File: src/rtl/labyrinth_pkg.sv
// Shared types and defaults for the labyrinth game display control path.
package labyrinth_pkg;

  localparam int         V_ACTIVE_DEF = 480;
  localparam logic [9:0] START_X_DEF  = 10'd16;
  localparam logic [9:0] START_Y_DEF  = 10'd16;

  typedef enum logic [2:0] {
    ST_IDLE    = 3'd0,
    ST_PLAY    = 3'd1,
    ST_HOLE    = 3'd2,
    ST_RESPAWN = 3'd3,
    ST_WON     = 3'd4,
    ST_LOST    = 3'd5
  } state_e;

  // Registered overlay/control outputs, grouped so they update together.
  typedef struct packed {
    logic won;
    logic hit;
    logic phys_en;
    logic respawn;
  } ovl_t;

  // Frame counter is never narrower than 6 bits.
  function automatic int cnt_width(input int frames);
    int w;
    w = $clog2(frames + 1);
    return (w < 6) ? 6 : w;
  endfunction

endpackage

File: src/rtl/frame_tick_gen.sv
// One-cycle pulse on the first cycle the raster reaches the first non-visible row.
module frame_tick_gen
  import labyrinth_pkg::*;
#(
  parameter int V_ACTIVE = V_ACTIVE_DEF
) (
  input  logic       clk,
  input  logic       rst_n,
  input  logic [9:0] pixel_row,
  output logic       frame_tick
);

  logic row_hit, row_hit_q;

  assign row_hit = (pixel_row == 10'(V_ACTIVE));

  always_ff @(posedge clk or negedge rst_n) begin
    if (!rst_n) row_hit_q <= 1'b0;
    else        row_hit_q <= row_hit;
  end

  assign frame_tick = row_hit & ~row_hit_q;

endmodule

File: src/rtl/vga_frame_ctrl.sv
// Game-flow FSM, lives/hole-frame counters and frame-stable ball location latch.
module vga_frame_ctrl
  import labyrinth_pkg::*;
#(
  parameter int         V_ACTIVE    = V_ACTIVE_DEF,
  parameter int         HOLE_FRAMES = 60,
  parameter int         LIVES       = 3,
  parameter logic [9:0] START_X     = START_X_DEF,
  parameter logic [9:0] START_Y     = START_Y_DEF
) (
  input  logic       clk,
  input  logic       sys_rst,
  input  logic       start_btn,
  input  logic [9:0] pixel_row,
  input  logic [9:0] phys_loc_X,
  input  logic [9:0] phys_loc_Y,
  input  logic       hole_evt,
  input  logic       goal_evt,
  output logic [9:0] ball_loc_X,
  output logic [9:0] ball_loc_Y,
  output logic       won_the_game,
  output logic       hit_a_hole,
  output logic       phys_en,
  output logic       ball_respawn,
  output logic [1:0] lives_left,
  output logic [2:0] state_o
);

  localparam int             CNT_W    = cnt_width(HOLE_FRAMES);
  localparam logic [CNT_W-1:0] CNT_LAST = CNT_W'(HOLE_FRAMES - 1);

  state_e           state_q, state_d;
  ovl_t             ovl_d, ovl_q;
  logic             start_q, start_rise, frame_tick, hole_done;
  logic [CNT_W-1:0] frame_cnt;
  logic [1:0]       lives_q;
  logic [9:0]       loc_x_q, loc_y_q;

  frame_tick_gen #(.V_ACTIVE(V_ACTIVE)) u_tick (
    .clk       (clk),
    .rst_n     (sys_rst),
    .pixel_row (pixel_row),
    .frame_tick(frame_tick)
  );

  always_ff @(posedge clk or negedge sys_rst) begin
    if (!sys_rst) start_q <= 1'b0;
    else          start_q <= start_btn;
  end

  assign start_rise = start_btn & ~start_q;
  assign hole_done  = frame_tick && (frame_cnt == CNT_LAST);

  always_ff @(posedge clk or negedge sys_rst) begin
    if (!sys_rst) state_q <= ST_IDLE;
    else          state_q <= state_d;
  end

  always_comb begin
    state_d = state_q;
    case (state_q)
      ST_IDLE:    if (start_rise) state_d = ST_RESPAWN;
      ST_RESPAWN: if (frame_tick) state_d = ST_PLAY;
      // goal wins over a simultaneous hole
      ST_PLAY: begin
        if (goal_evt)      state_d = ST_WON;
        else if (hole_evt) state_d = ST_HOLE;
      end
      ST_HOLE:    if (hole_done) state_d = (lives_q != 2'd0) ? ST_RESPAWN : ST_LOST;
      ST_WON,
      ST_LOST:    if (start_rise) state_d = ST_IDLE;
      default:    state_d = ST_IDLE;
    endcase
  end

  // Outputs are decoded from the next state so they register alongside it.
  always_comb begin
    ovl_d         = '0;
    ovl_d.won     = (state_d == ST_WON);
    ovl_d.hit     = (state_d == ST_HOLE) || (state_d == ST_LOST);
    ovl_d.phys_en = (state_d == ST_PLAY);
    ovl_d.respawn = (state_d == ST_RESPAWN) && (state_q != ST_RESPAWN);
  end

  always_ff @(posedge clk or negedge sys_rst) begin
    if (!sys_rst) ovl_q <= '0;
    else          ovl_q <= ovl_d;
  end

  always_ff @(posedge clk or negedge sys_rst) begin
    if (!sys_rst) begin
      lives_q   <= 2'd0;
      frame_cnt <= '0;
    end else begin
      if (state_q == ST_IDLE && state_d == ST_RESPAWN)
        lives_q <= 2'(LIVES);
      else if (state_q == ST_PLAY && state_d == ST_HOLE && lives_q != 2'd0)
        lives_q <= lives_q - 2'd1;
      // held at zero outside HOLE, so every HOLE entry starts from zero
      if (state_q != ST_HOLE)
        frame_cnt <= '0;
      else if (frame_tick && frame_cnt != '1)
        frame_cnt <= frame_cnt + 1'b1;
    end
  end

  always_ff @(posedge clk or negedge sys_rst) begin
    if (!sys_rst) begin
      loc_x_q <= START_X;
      loc_y_q <= START_Y;
    end else if (frame_tick) begin
      loc_x_q <= phys_loc_X;
      loc_y_q <= phys_loc_Y;
    end
  end

  assign ball_loc_X   = loc_x_q;
  assign ball_loc_Y   = loc_y_q;
  assign won_the_game = ovl_q.won;
  assign hit_a_hole   = ovl_q.hit;
  assign phys_en      = ovl_q.phys_en;
  assign ball_respawn = ovl_q.respawn;
  assign lives_left   = lives_q;
  assign state_o      = state_q;

endmodule
File: config.mk
export PLATFORM = sky130hd
export DESIGN_NAME = vga_frame_ctrl
export DESIGN_NICKNAME = d
export VERILOG_FILES = /design/src/rtl/labyrinth_pkg.sv /design/src/rtl/frame_tick_gen.sv /design/src/rtl/vga_frame_ctrl.sv
export SDC_FILE = /design/constraint.sdc
export NUM_CORES = 1
export LEC_CHECK = 0
export ABC_CLOCK_PERIOD_IN_PS = 2700
export BUFFER_PORTS_ARGS = -buffer_cell sky130_fd_sc_hd__buf_4
export CAP_MARGIN = 20
export CORE_MARGIN = 1
export CORE_UTILIZATION = 52
export DETAILED_ROUTE_END_ITERATION = 10
export GPL_TIMING_DRIVEN = 0
export PLACE_DENSITY = 0.9
export SLEW_MARGIN = 20
export SYNTH_ARGS = -nofsm -noshare
export SYNTH_HDL_FRONTEND = slang
export SYNTH_SLANG_ARGS = --single-unit
File: constraint.sdc
create_clock -name clk -period 2.7 [get_ports clk]
set_input_delay 0.675 -clock clk [delete_from_list [all_inputs] [get_ports clk]]
set_output_delay 0.675 -clock clk [all_outputs]
set_load 0.05 [all_outputs]
==> impl_metrics.py <==
metrics = {
    "synthesis": {
        "synthXorXnorAreaFrac_pct": 1.58,
        "ys_seq_elements": 37,
        "synth_most_common_cell": "dfrtp_1",
        "yosys.area_share.simple_pct": 15.2,
        "synth_cell_types": 40,
        "seq_area_frac_synth_pct": 56.0,
        "netlist_instances": 139,
        "synth_fp_nets": 176,
        "synth_top_family_by_area": "multiplexers",
        "async_reset_ff_share_pct": 100,
        "yosys-mux-area-fraction_pct": 15.4,
        "synth_compound_area_share_pct": 6.41,
        "synthAdderAreaFrac_pct": 1.51,
        "synth_top_area_share_pct": 52.8,
        "synth_top_area_cell": "dfrtp_1",
        "synthFlopType": "dfrtp_1",
        "ys_top_cells_by_count": "dfrtp_1 (35), mux2_2 (20), inv_1 (9)",
        "syn-cell-area_um2": 1660,
        "synth_edf_count": 0,
        "syn_area_per_cell_um2": 11.9,
        "netlist_top_cells_area": "dfrtp_1 (53%), mux2_2 (14%), dfstp_2 (3.2%), inv_1 (2.0%), a21oi_1 (1.8%)",
        "ys_warn_count": 0,
    },
    "grt": {
        "track_usage_pct": 21.7,
        "grt_pass1_wl_um": 5520,
        "grt.overflow.total": 0,
        "grt_pass1_vias": 1258,
        "antenna_found_initial": 0,
        "grt_max_degree": 38,
    },
    "sta": {
        "period_share_pct": 80.0,
        "fin_tns_setup_ns": 0,
        "setup_viol": 0,
        "max_slew.worst_pin.slew_ns": 0.448,
        "skew_ns": 0.00754,
        "period_minus_slack_ns": 2.16,
        "timing.fmax_ghz": 0.463,
        "rsz0062_at_grt": "no",
        "hold_viol_final": 0,
        "max-slew-margin-rel_pct": 70.2,
        "setup_ws_ns": 0.539,
        "maxSlewViolCount": 0,
    },
    "cts": {
        "cts_buffer_depth": 2,
        "numCtsBuffers": 5,
        "clkTransAtPathRegs_ns": 0.11,
        "htreeDepth": 2,
        "holdBufCountCts": 0,
        "cts_resized": 0,
        "cts_tree": "yes",
        "cts.sink_count": 37,
        "cts_setup_buffers": 0,
        "clk_latency_ns": 0.34,
        "clk_root_buffer_cell": "clkbuf_4",
    },
    "routing": {
        "wl_per_cell_um": 13.4,
        "route.met3.wl_um": 233,
        "highest_layer": "met4",
        "drtAntennaViolNets": 0,
        "drt_iter0_drc": 35,
        "route.vias.total": 1332,
        "drc_errors": 0,
        "wl_um": 3400,
        "vias_per_cell": 5.24,
        "drtPass1Iterations": 4,
        "wl_met2_um": 1780,
        "wl_met1_um": 1360,
    },
    "power_and_ir_drop": {
        "clockPowerShare_pct": 37.1,
        "peakVddDrop_v": 0.000519,
        "swShare_pct": 22.8,
        "p_per_area_nw_per_um2": 477,
        "p_seq_share_pct": 52.6,
        "pwr-share-comb_pct": 10.3,
        "internal-power_mw": 0.838,
        "p_switching_mw": 0.248,
        "p_leak_nw": 1.18,
    },
    "run_status": {
        "status": "finished clean",
    },
    "die": {
        "core_area_um2": 3030,
        "die_h_um": 58.5,
        "num_rows": 20,
        "ioPinCount": 64,
        "initial_core_util_pct": 54.8,
        "die_w_um": 58.5,
        "die_area_um2": 3420,
    },
    "finish": {
        "multi_input_area_um2": 666,
        "ff_latch_area_um2": 928,
        "nNetsFinal": 246,
        "diodes": 0,
        "num-fill-cells": 199,
        "layout-drive-gt1-share_pct": 47.6,
        "areaGrowthSynthToFinish_pct": 37.2,
    },
    "setup_path": {
        "crit_type": "input pin to flop",
        "crit_required_ns": 2.93,
        "critPathCaptureType": "flop",
        "cp-start-kind": "input pin",
        "critPathSlowestCell": "or4_4",
        "path_max_fanout": 10,
        "rrSetupSlack_ns": 0.87,
        "arrival_ns": 2.39,
        "slowest_delay_ns": 0.54,
        "cp_cell_sequence": "buf_4 -> or4_4 -> nor4_4 -> buf_2 -> mux2_2",
    },
    "flow_run": {
        "maxCapViolations": 0,
    },
    "min_path": {
        "min_path_type": "input pin to asynchronous set/reset pin",
    },
    "place": {
        "hpwl_um": 2620,
        "place_ws_ns": 0.181,
        "io_buffer_count": 63,
        "routabilityCongestion": 0.885,
    },
}
## per-stage QoR
stage               hold WS [ns]  power (mW)  std cells  area (µm²)  util, %
floorplan                  0.379       0.629        139        1660        -
global placement           0.491       0.691        246        2190     72.2
detailed placement         0.498       0.696        246        2190     72.2
CTS                        0.277        1.10        254        2280     75.2
global route               0.286        1.13        254        2280     75.2
finish                     0.272        1.09        254        2280     75.2
## worst max-delay path, delay by kind of cell
kind / cells / cell delay (ns)
mux: 1 / 0.38
simple gates: 2 / 0.91
buf+inv: 2 / 0.43
## per-layer routing
layer / global-route usage [%] / vias up
met1: 24.7 / 644
li1: - / 631
met3: 7.47 / 6
met2: 38.3 / 51
met5: 0 / -
met4: 7.14 / 0
## cell type report
cell class	count	area share (%)
plain buffers	5	1.37
clock buffers	6	2.25
clock inverters	2	1.65
inverters	9	1.48
multi-input cells	88	29.2
flip-flops and latches	37	40.8
well taps	44	2.42
repair buffers	63	20.8
## path summary, 6_finish.rpt
kind / start / cells after the start / endpoint
worst min register to register: ball_loc_X[6]$_DFFE_PN0P_ / 1 / ball_loc_X[6]$_DFFE_PN0P_
worst max register to register: state_o[1]$_DFF_PN0_ / 7 / hit_a_hole$_DFF_PN0_
max in group asynchronous: sys_rst / 1 / ball_loc_X[4]$_DFFE_PN1P_
worst min-delay path: sys_rst / 1 / state_o[1]$_DFF_PN0_
min in group clk: start_btn / 1 / start_q$_DFF_PN0_
worst max-delay path: pixel_row[1] / 5 / ball_loc_X[2]$_DFFE_PN0P_
## cells by family (layout without fill, tap and decap cells)
group	Yosys count	in the layout
AOI/OAI and AO/OA	17	17
xor gates and xnor gates	3	3
adders and majority gates	2	2
buffers and inverters	14	85
DFF	37	37
muxes	23	23
and+or+nand+nor	43	43
## cells in the final DEF (no fill, tap or decap), types with 2 or more instances in the layout
master,n
clkbuf_1,2
nand2b_1,4
o21ai_0,3
xor2_1,2
mux2i_1,3
nand3_1,6
nand2_1,7
mux2_2,20
ha_1,2
a21oi_1,6
dfrtp_1,35
nor2b_1,2
buf_4,64
nor3_1,2
clkbuf_4,5
nand4_1,3
dfstp_2,2
nor2_1,8
inv_1,9
## sequential cells by signal, indices dropped and copies added (netlist names)
name	cells
frame_cnt	6
ball_respawn	1
u_tick.row_hit_q	1
phys_en	1
lives_left	2
ball_loc_Y	10
hit_a_hole	1
state_o	3
won_the_game	1
start_q	1
ball_loc_X	10
## power groups by stage
stage,clock [mW],sequential [mW],combinational (mW)
finish,0.403,0.571,0.112
global route,0.434,0.573,0.121
CTS,0.412,0.571,0.114
detailed placement,0,0.582,0.114
global placement,0,0.581,0.110
floorplan,0,0.613,0.0161
Power figures use the tool's default switching activity.
